`src/rtl/fetch_decode_if.sv`:
```
// ============================================================================
// Module   : fetch_decode_if
// Desc     : Fetch/decode bus: instruction-ROM port, branch feedback from
//            Execute and the decoded fields issued to Execute.
//            FETCH_DECODE_HALT_EN adds the halted status signal.
// Revision : 1.0 - initial release
// ============================================================================
`default_nettype none

interface fetch_decode_if;
    logic [31:0] instr_addr;
    logic [15:0] instr_data;
    logic        global_disable;
    logic [31:0] delta_instruction;
    logic        num_to_rhs;
    logic [31:0] num;
    logic [3:0]  sel_p0;
    logic [3:0]  sel_p1;
    logic [3:0]  sel_in;
    logic [4:0]  uop;
    logic [3:0]  branch_cond;
`ifdef FETCH_DECODE_HALT_EN
    logic        halted;
`endif

    modport master (
        output instr_addr, num_to_rhs, num, sel_p0, sel_p1, sel_in, uop, branch_cond,
`ifdef FETCH_DECODE_HALT_EN
        output halted,
`endif
        input  instr_data, global_disable, delta_instruction
    );

    modport slave (
        input  instr_addr, num_to_rhs, num, sel_p0, sel_p1, sel_in, uop, branch_cond,
`ifdef FETCH_DECODE_HALT_EN
        input  halted,
`endif
        output instr_data, global_disable, delta_instruction
    );
endinterface

`default_nettype wire

```
`src/rtl/fetch_decode.sv`:
```
// ============================================================================
// Module   : fetch_decode
// Desc     : PC owner, ROM addressing and 16-bit Thumb-subset decode with
//            registered issue to Execute; redirects on taken branches.
//            FETCH_DECODE_HALT_EN enables UDF (0xDExx) halting.
// Revision : 1.0 - initial release
// ============================================================================
`default_nettype none

module fetch_decode #(
    parameter logic [31:0] RESET_PC = 32'h0000_0000
) (
    input  wire logic      clk,
    input  wire logic      rst,
    fetch_decode_if.master bus
);

    typedef struct packed {
        logic [4:0]  uop;
        logic        num_to_rhs;
        logic [31:0] num;
        logic [3:0]  sel_p0;
        logic [3:0]  sel_p1;
        logic [3:0]  sel_in;
        logic [3:0]  branch_cond;
    } dec_t;

    localparam logic [4:0] c_uop_nop = 5'd0;
    localparam logic [4:0] c_uop_mov = 5'd1;
    localparam logic [4:0] c_uop_add = 5'd2;
    localparam logic [4:0] c_uop_sub = 5'd3;
    localparam logic [4:0] c_uop_cmp = 5'd4;
    localparam logic [4:0] c_uop_and = 5'd5;
    localparam logic [4:0] c_uop_orr = 5'd6;
    localparam logic [4:0] c_uop_eor = 5'd7;
    localparam logic [4:0] c_uop_lsl = 5'd8;
    localparam logic [4:0] c_uop_lsr = 5'd9;
    localparam logic [4:0] c_uop_ldr = 5'd10;
    localparam logic [4:0] c_uop_str = 5'd11;
    localparam logic [4:0] c_uop_b   = 5'd12;
    localparam dec_t       c_nop     = '{uop: 5'd0, num_to_rhs: 1'b0, num: 32'd0, sel_p0: 4'd0,
                                         sel_p1: 4'd0, sel_in: 4'd0, branch_cond: 4'hF};

    logic [31:0] r_pc;
    logic        r_fetch_valid;
    logic [31:0] r_fetch_pc;
    logic [31:0] r_branch_pc;
    dec_t        r_out;
    dec_t        w_dec;
    logic [31:0] w_redirect_sum;
    logic [15:0] w_ins;
`ifdef FETCH_DECODE_HALT_EN
    logic        r_halted;
    logic        w_is_udf;
`endif

    assign w_ins = bus.instr_data;

    always_comb begin
        w_dec = c_nop;
        if (w_ins[15:11] == 5'b00100) begin
            w_dec.uop = c_uop_mov;  w_dec.sel_in = {1'b0, w_ins[10:8]};
            w_dec.num = {24'd0, w_ins[7:0]};  w_dec.num_to_rhs = 1'b1;
        end else if (w_ins[15:12] == 4'b0011) begin
            w_dec.uop    = w_ins[11] ? c_uop_sub : c_uop_add;
            w_dec.sel_p1 = {1'b0, w_ins[10:8]};  w_dec.sel_in = {1'b0, w_ins[10:8]};
            w_dec.num    = {24'd0, w_ins[7:0]};  w_dec.num_to_rhs = 1'b1;
        end else if (w_ins[15:11] == 5'b00101) begin
            w_dec.uop = c_uop_cmp;  w_dec.sel_p1 = {1'b0, w_ins[10:8]};
            w_dec.num = {24'd0, w_ins[7:0]};  w_dec.num_to_rhs = 1'b1;
        end else if (w_ins[15:10] == 6'b000110) begin
            w_dec.uop    = w_ins[9] ? c_uop_sub : c_uop_add;
            w_dec.sel_p0 = {1'b0, w_ins[8:6]};
            w_dec.sel_p1 = {1'b0, w_ins[5:3]};
            w_dec.sel_in = {1'b0, w_ins[2:0]};
        end else if (w_ins[15:10] == 6'b010000) begin
            // Unsupported ALU ops leave the whole field set at NOP
            case (w_ins[9:6])
                4'b0000: w_dec.uop = c_uop_and;
                4'b0001: w_dec.uop = c_uop_eor;
                4'b0010: w_dec.uop = c_uop_lsl;
                4'b0011: w_dec.uop = c_uop_lsr;
                4'b1100: w_dec.uop = c_uop_orr;
                4'b1010: w_dec.uop = c_uop_cmp;
                default: w_dec.uop = c_uop_nop;
            endcase
            if (w_dec.uop != c_uop_nop) begin
                w_dec.sel_p0 = {1'b0, w_ins[5:3]};
                w_dec.sel_p1 = {1'b0, w_ins[2:0]};
                w_dec.sel_in = {1'b0, w_ins[2:0]};
            end
        end else if (w_ins[15:12] == 4'b0110) begin
            w_dec.uop        = w_ins[11] ? c_uop_ldr : c_uop_str;
            w_dec.sel_p1     = {1'b0, w_ins[5:3]};
            w_dec.num        = {25'd0, w_ins[10:6], 2'b00};
            w_dec.num_to_rhs = 1'b1;
            if (w_ins[11]) w_dec.sel_in = {1'b0, w_ins[2:0]};
            else           w_dec.sel_p0 = {1'b0, w_ins[2:0]};
        end else if (w_ins[15:12] == 4'b1101 && w_ins[11:9] != 3'b111) begin
            // Condition 4'hE in this slot is UDF, never a conditional branch
            w_dec.uop = c_uop_b;  w_dec.branch_cond = w_ins[11:8];
            w_dec.num = {{24{w_ins[7]}}, w_ins[7:0]};
        end else if (w_ins[15:11] == 5'b11100) begin
            w_dec.uop = c_uop_b;  w_dec.branch_cond = 4'hE;
            w_dec.num = {{21{w_ins[10]}}, w_ins[10:0]};
        end
    end

    assign w_redirect_sum = r_branch_pc + 32'd4 + {bus.delta_instruction[30:0], 1'b0};

`ifdef FETCH_DECODE_HALT_EN
    assign w_is_udf   = (w_ins[15:8] == 8'hDE);
    assign bus.halted = r_halted;
`endif

    always_ff @(posedge clk) begin
        if (rst) begin
            r_pc          <= RESET_PC;
            r_fetch_valid <= 1'b0;
            r_fetch_pc    <= RESET_PC;
            r_branch_pc   <= 32'd0;
            r_out         <= c_nop;
`ifdef FETCH_DECODE_HALT_EN
            r_halted      <= 1'b0;
`endif
        end else if (bus.global_disable) begin
            r_pc          <= {w_redirect_sum[31:1], 1'b0};
            r_fetch_valid <= 1'b0;
            r_out         <= c_nop;
`ifdef FETCH_DECODE_HALT_EN
            r_halted      <= 1'b0;
        end else if (r_halted) begin
            r_out         <= c_nop;
`endif
        end else begin
            r_pc          <= r_pc + 32'd2;
            r_fetch_valid <= 1'b1;
            r_fetch_pc    <= r_pc;
            r_out         <= r_fetch_valid ? w_dec : c_nop;
            if (r_fetch_valid && w_dec.uop == c_uop_b) r_branch_pc <= r_fetch_pc;
`ifdef FETCH_DECODE_HALT_EN
            if (r_fetch_valid && w_is_udf) r_halted <= 1'b1;
`endif
        end
    end

    assign bus.instr_addr  = r_pc;
    assign bus.uop         = r_out.uop;
    assign bus.num_to_rhs  = r_out.num_to_rhs;
    assign bus.num         = r_out.num;
    assign bus.sel_p0      = r_out.sel_p0;
    assign bus.sel_p1      = r_out.sel_p1;
    assign bus.sel_in      = r_out.sel_in;
    assign bus.branch_cond = r_out.branch_cond;

endmodule

`default_nettype wire

```
`src/flat_wrapper.sv`:
```
// flat-port wrapper written by rule: the top's interface ports become plain ports
module fetch_decode_flat 
#(
    parameter logic [31:0] RESET_PC = 32'h0000_0000
)
  (clk, rst, bus_instr_addr, bus_num_to_rhs, bus_num, bus_sel_p0, bus_sel_p1, bus_sel_in, bus_uop, bus_branch_cond, bus_instr_data, bus_global_disable, bus_delta_instruction);
  fetch_decode_if bus_i ();
  input  wire logic clk;
  input  wire logic rst;
  output wire logic [$bits(bus_i.instr_addr)-1:0] bus_instr_addr;
  output wire logic [$bits(bus_i.num_to_rhs)-1:0] bus_num_to_rhs;
  output wire logic [$bits(bus_i.num)-1:0] bus_num;
  output wire logic [$bits(bus_i.sel_p0)-1:0] bus_sel_p0;
  output wire logic [$bits(bus_i.sel_p1)-1:0] bus_sel_p1;
  output wire logic [$bits(bus_i.sel_in)-1:0] bus_sel_in;
  output wire logic [$bits(bus_i.uop)-1:0] bus_uop;
  output wire logic [$bits(bus_i.branch_cond)-1:0] bus_branch_cond;
  input wire logic [$bits(bus_i.instr_data)-1:0] bus_instr_data;
  input wire logic [$bits(bus_i.global_disable)-1:0] bus_global_disable;
  input wire logic [$bits(bus_i.delta_instruction)-1:0] bus_delta_instruction;
  assign bus_instr_addr = bus_i.instr_addr;
  assign bus_num_to_rhs = bus_i.num_to_rhs;
  assign bus_num = bus_i.num;
  assign bus_sel_p0 = bus_i.sel_p0;
  assign bus_sel_p1 = bus_i.sel_p1;
  assign bus_sel_in = bus_i.sel_in;
  assign bus_uop = bus_i.uop;
  assign bus_branch_cond = bus_i.branch_cond;
  assign bus_i.instr_data = bus_instr_data;
  assign bus_i.global_disable = bus_global_disable;
  assign bus_i.delta_instruction = bus_delta_instruction;
  fetch_decode #(.RESET_PC(RESET_PC)) u_core (.clk(clk), .rst(rst), .bus(bus_i));
endmodule
```
`config.mk`:
```
export PLATFORM = sky130hd
export DESIGN_NAME = fetch_decode_flat
export DESIGN_NICKNAME = d
export VERILOG_FILES = /design/src/rtl/fetch_decode_if.sv /design/src/rtl/fetch_decode.sv /design/src/flat_wrapper.sv
export SDC_FILE = /design/constraint.sdc
export NUM_CORES = 1
export LEC_CHECK = 0
export BUFFER_PORTS_ARGS = -buffer_cell sky130_fd_sc_hd__buf_2
export CORE_MARGIN = 4
export CORE_UTILIZATION = 40
export DETAILED_ROUTE_END_ITERATION = 10
export GPL_TIMING_DRIVEN = 0
export HOLD_SLACK_MARGIN = 0.08
export SLEW_MARGIN = 10
export SYNTH_ARGS = -nofsm -noshare
export SYNTH_HDL_FRONTEND = slang
export SYNTH_SLANG_ARGS = --single-unit
```
`constraint.sdc`:
```
create_clock -name clk -period 3.25 [get_ports clk]
set_clock_uncertainty 0.1 [all_clocks]
set_input_delay 0.1625 -clock clk [delete_from_list [all_inputs] [get_ports clk]]
set_output_delay 0.1625 -clock clk [all_outputs]
set_load 0.02 [all_outputs]
```
### Yosys cells after proc, flatten, opt, wreduce, memory -nomap -nowiden

Cells that the tools add are included.
Widths: inputs -> output; s select.

| word-level totals | value |
|---|---|
| flip-flop bits (word level) | 151 |
| input port bits | 51 |
| output and inout port bits | 86 |

| cells by class | value |
|---|---|
| $add $sub $neg | 3 |
| equal/unequal tests | 15 |
| multiplexer cells | 40 |
| bitwise operators | 2 |
| reduce and logical (&&, ||, !) cells | 11 |

Operators with widths:

| operator | number |
|---|---|
| $mux 32 | 4 |
| $mux 38 | 3 |
| $mux 33 | 2 |
| $mux 11 | 4 |
| $mux 5 | 8 |
| $add 32x2->32 const B | 1 |
| $add 32x3->32 const B | 1 |
| $add 32x32->32 | 1 |
| $mux 4 | 6 |
| $pmux 4 s6 | 1 |
| $eq 4x2->1 const B | 3 |
| $eq 4x4->1 const B | 3 |
| $mux 3 | 4 |
| $eq 5x3->1 const B | 2 |
| $reduce_or 9->1 | 1 |
| $mux 8 | 1 |
| $mux 7 | 1 |
| $reduce_or 7->1 | 1 |
| $eq 6x3->1 const B | 1 |
| $eq 6x5->1 const B | 1 |
| $mux 1 | 6 |
| $reduce_or 6->1 | 1 |
| $eq 5x4->1 const B | 1 |
| $eq 5x5->1 const B | 1 |
| other kinds (11) | 13 |

### Longest topological paths before layout

| logic depth | value |
|---|---|
| word-level depth | 15 |
| depth in mapped cells | 12 |
| mapped depth without buffers | 12 |

### Least setup slack after synthesis

No wires, ideal clock.

| path | value |
|---|---|
| path kind | reg-to-reg |
| start point | register u_core.r_branch_pc[2] |
| end point | register u_core.r_pc[24], in the netlist u_core.bus.instr_addr[24] |
| setup time | 0.130 ns |
| arrival time | 2.631 ns |
| slack | 0.389 ns |
| stages on the path, launching flop included | 13 |
| buffers on the path | 0 |
| cells stage by stage | dfxtp_1 > inv_1 > ha_1 > inv_1 > ha_1 > fa_1 > a211oi_1 > o21ai_1 > a22oi_2 > o21ai_1 > a221oi_1 > mux2i_1 > o211ai_1 |

| on the way | value |
|---|---|
| longest elaborated chain between the ends | 3 |

Ends and longest elaborated chain:

| element | RTL line | source |
|---|---|---|
| start, declared | fetch_decode.sv:47 | `logic [31:0] r_branch_pc;` |
| start signal, assigned | fetch_decode.sv:140 | `if (r_fetch_valid && w_dec.uop == c_uop_b) r_branch_pc <= r_fetch_pc;` |
| $add 32x3->32 | fetch_decode.sv:109 | `assign w_redirect_sum = r_branch_pc + 32'd4 + {bus.delta_instruction[30:0], 1'b0};` |
| $add 32x32->32 | fetch_decode.sv:109 |  |
| $mux 32 | fetch_decode.sv:126 | `end else if (bus.global_disable) begin` |
| end signal, assigned | fetch_decode.sv:127 | `r_pc <= {w_redirect_sum[31:1], 1'b0};` |
| end signal, assigned | fetch_decode.sv:136 | `r_pc <= r_pc + 32'd2;` |
| end, declared | fetch_decode.sv:44 | `logic [31:0] r_pc;` |

No other way between the ends.
A chain may end at the register's enable or synchronous reset.

### Worst setup path in the final report

Ends and elaborated chain as after synthesis.

==> results.ini <==
[critical_path]
cp-start-kind=flip-flop
critPathMaxStageDelay_ns=0.39
crit_buf_inv=2
crit_chain=inv_1, ha_1, inv_1, ha_1, fa_2, a211oi_2, o21ai_1, a22oi_2, o21ai_2, a221oi_2, mux2i_1, o211ai_1
crit_fanout=4
crit_path_end_kind=flip-flop
crit_family=compound AO/OA/AOI/OAI gates
critPathRequiredTime_ns=3.43
cp.arrival_ns=3.22
cp_slowest_cell=fa_2
criticalPathCategory=reg2reg
r2r_slack_ns=0.22

[synthesis]
synthCells=836
async_reset_ff_frac=0
synth_edf_count=0
syn_area_um2=7130
synth_top_family_by_area=simple AND/OR/NAND/NOR gates
synth_flop_cell=dfxtp_1
syn_avg_cell_area_um2=8.53
yosysWarnings=0
synthAdderAreaFrac=0.108
synth_cell_type_count=70
synth_compound_area_frac=0.175
synth-simple-area-share=0.202
synthXorXnorAreaFrac=0.0638
synthMuxAreaShare=0.0479
synth_seq_cells=123
yosysSeqAreaShare=0.345

[clock_network]
cts.sinks=123
clk_latency_ns=0.42
cts-buffers-inserted=17
cts_tree=yes
clockBufferDepth=2
htreeDepth=4
clkTransAtPathRegs_ns=0.06
cts_root_buf=clkbuf_16

[power_and_ir_drop]
p_total_mw=3.86
ir_drop_uv=409
p_leak_nw=3.99
power.density_nw_per_um2=438

[worst_hold_path]
hold_class=in2reg

[drt]
drtIter0Drc=428
wl_per_cell_um=16.0
final_antenna_net_count=0
viasPerCell=5.20
drcViolationCount=0
vias=6432
wl_um=19800
firstDrtPassIters=5

[outcome]
status=finished clean

[floorplan]
die-area_um2=20000
die_y_um=142
start_util=0.410
dieWidth_um=142
row_count=48
coreArea_um2=17400
num_io_pins=137

[sta]
rsz0062_at_grt=no
worstMarginPinSlew_ns=1.04
period_share=0.933
hold_viol=0
period_needed_ns=3.03
final_max_slew_viol_count=0
relSlewSlack=0.306
whs_ns=0.121
setup_ws_ns=0.217
clock.fmax_mhz=330
setup_violations=0

[final_layout]
drive_gt1_frac=0.210
diodes=0
nets=1111
area_growth_pct=23.3
final_cell_mix=buf_2 (135), dfxtp_1 (123), nor2_1 (102)
regArea_um2=2460
multi_input_area_um2=4290
design_area_um2=8800
fillers=1730
mostFrequentLayoutCell=buf_2

[placed_design]
gp_congestion=0.842
placed_cell_area_um2=8050
dp_slack_ns=-0.0469
io_buffer_count=123
dp_hpwl_um=14900

[global_route]
grt_pass1_wl_um=31800
grt_pass1_vias=6202
grt_use_total=0.198
grt_max_degree=23
overflow=0
antenna_found_initial=0

[flow_run]
maxCapViolations=0

worst paths after layout:
check | end | startpoint | cells past startpoint
worst min-delay path | u_core.bus.sel_p1[0]$_SDFF_PP0_ | bus_instr_data[15] | 4
worst max-delay path | u_core.bus.instr_addr[24]$_SDFF_PP0_ | u_core.r_branch_pc[2]$_SDFFE_PP0P_ | 12
worst min register to register | u_core.r_branch_pc[15]$_SDFFE_PP0P_ | u_core.r_fetch_pc[15]$_SDFFE_PP0N_ | 2
worst max register to register | u_core.bus.instr_addr[24]$_SDFF_PP0_ | u_core.r_branch_pc[2]$_SDFFE_PP0P_ | 12
flip-flops by register name, indices dropped and copies added, names as in the netlist:
name	flops
u_core.bus.sel_p0	3
u_core.bus.sel_p1	3
u_core.bus.instr_addr	31
u_core.bus.branch_cond	4
u_core.bus.num	11
u_core.r_fetch_pc	31
u_core.bus.num_to_rhs	1
u_core.r_branch_pc	31
u_core.bus.uop	4
u_core.bus.sel_in	3
u_core.r_fetch_valid	1
worst register-to-register path: cells and delay by family, from the launching register on:
kind,cells,cell delay (ns)
muxes,1,0.25
buffers and inverters,2,0.08
adders and majority gates,3,0.89
DFF,1,0.33
AOI/OAI and AO/OA,6,1.25
repair_timing:
| action | CTS | global route |
|---|---|---|
| hold endpoints to repair | 24 | 0 |
| gates resized for setup | 1 | 4 |
| endpoints found under the setup margin | 1 | 5 |
| hold buffers | 16 | 0 |
| pin swaps | 1 | 2 |
| setup buffers | 1 | 0 |
metal layers:
metal  GRT usage  share of wire  vias up
met4      0.0475         0.0093        0
met1       0.273           0.48     2978
li1            -              -     3271
met5           0              0        -
met3      0.0361          0.052       20
met2       0.322           0.46      163
power breakdown:
group	internal [mW]	total [mW]	switching, mW
logic	0.177	0.431	0.254
clock network	1.08	1.82	0.742
registers	1.55	1.61	0.0545
synth_stat cells, drive strengths merged (6+ instances only):
master	n	share of area
nor2	102	0.054
clkbuf	28	0.015
ha	60	0.11
nand4	10	0.0088
buf	40	0.038
nor3	8	0.0056
xnor2	29	0.036
mux2i	33	0.046
nand2b	8	0.0081
a31oi	6	0.0061
and2	7	0.0061
a211oi	24	0.026
inv	10	0.0053
xor2	23	0.028
a21o	13	0.014
a22oi	11	0.012
and4	6	0.0074
nand2	96	0.051
or2	7	0.0061
nor3b	6	0.0063
and3	12	0.011
a21oi	63	0.044
dfxtp	123	0.35
nand3	21	0.015
o21ai	20	0.014
stage by stage:
step | util | instances | setup TNS [ns]
after floorplan | - | 840 | 0
after global placement | 0.462 | 1188 | -0.0642
after detailed placement | 0.462 | 1188 | -0.0469
after CTS | 0.504 | 1237 | 0
after global routing | 0.505 | 1237 | 0
final | 0.505 | 1237 | 0
area by class of cell:
class                      count  area share
multi-input combinational    639       0.488
sequential                   123       0.280
timing repair buffer         140      0.0890
clock buffer                  19      0.0504
buffer                        68      0.0427
tap                          225      0.0320
clock inverter                13      0.0135
inverter                      10     0.00427
kinds of logic after synthesis:
group / count (synthesis)
compound gates: 185
xor+xnor: 52
fa+ha+maj: 61
buf+inv: 78
flops: 123
mux: 34
other cells: 1
simple gates: 302
Note: power is estimated with default switching activity, not from simulation.
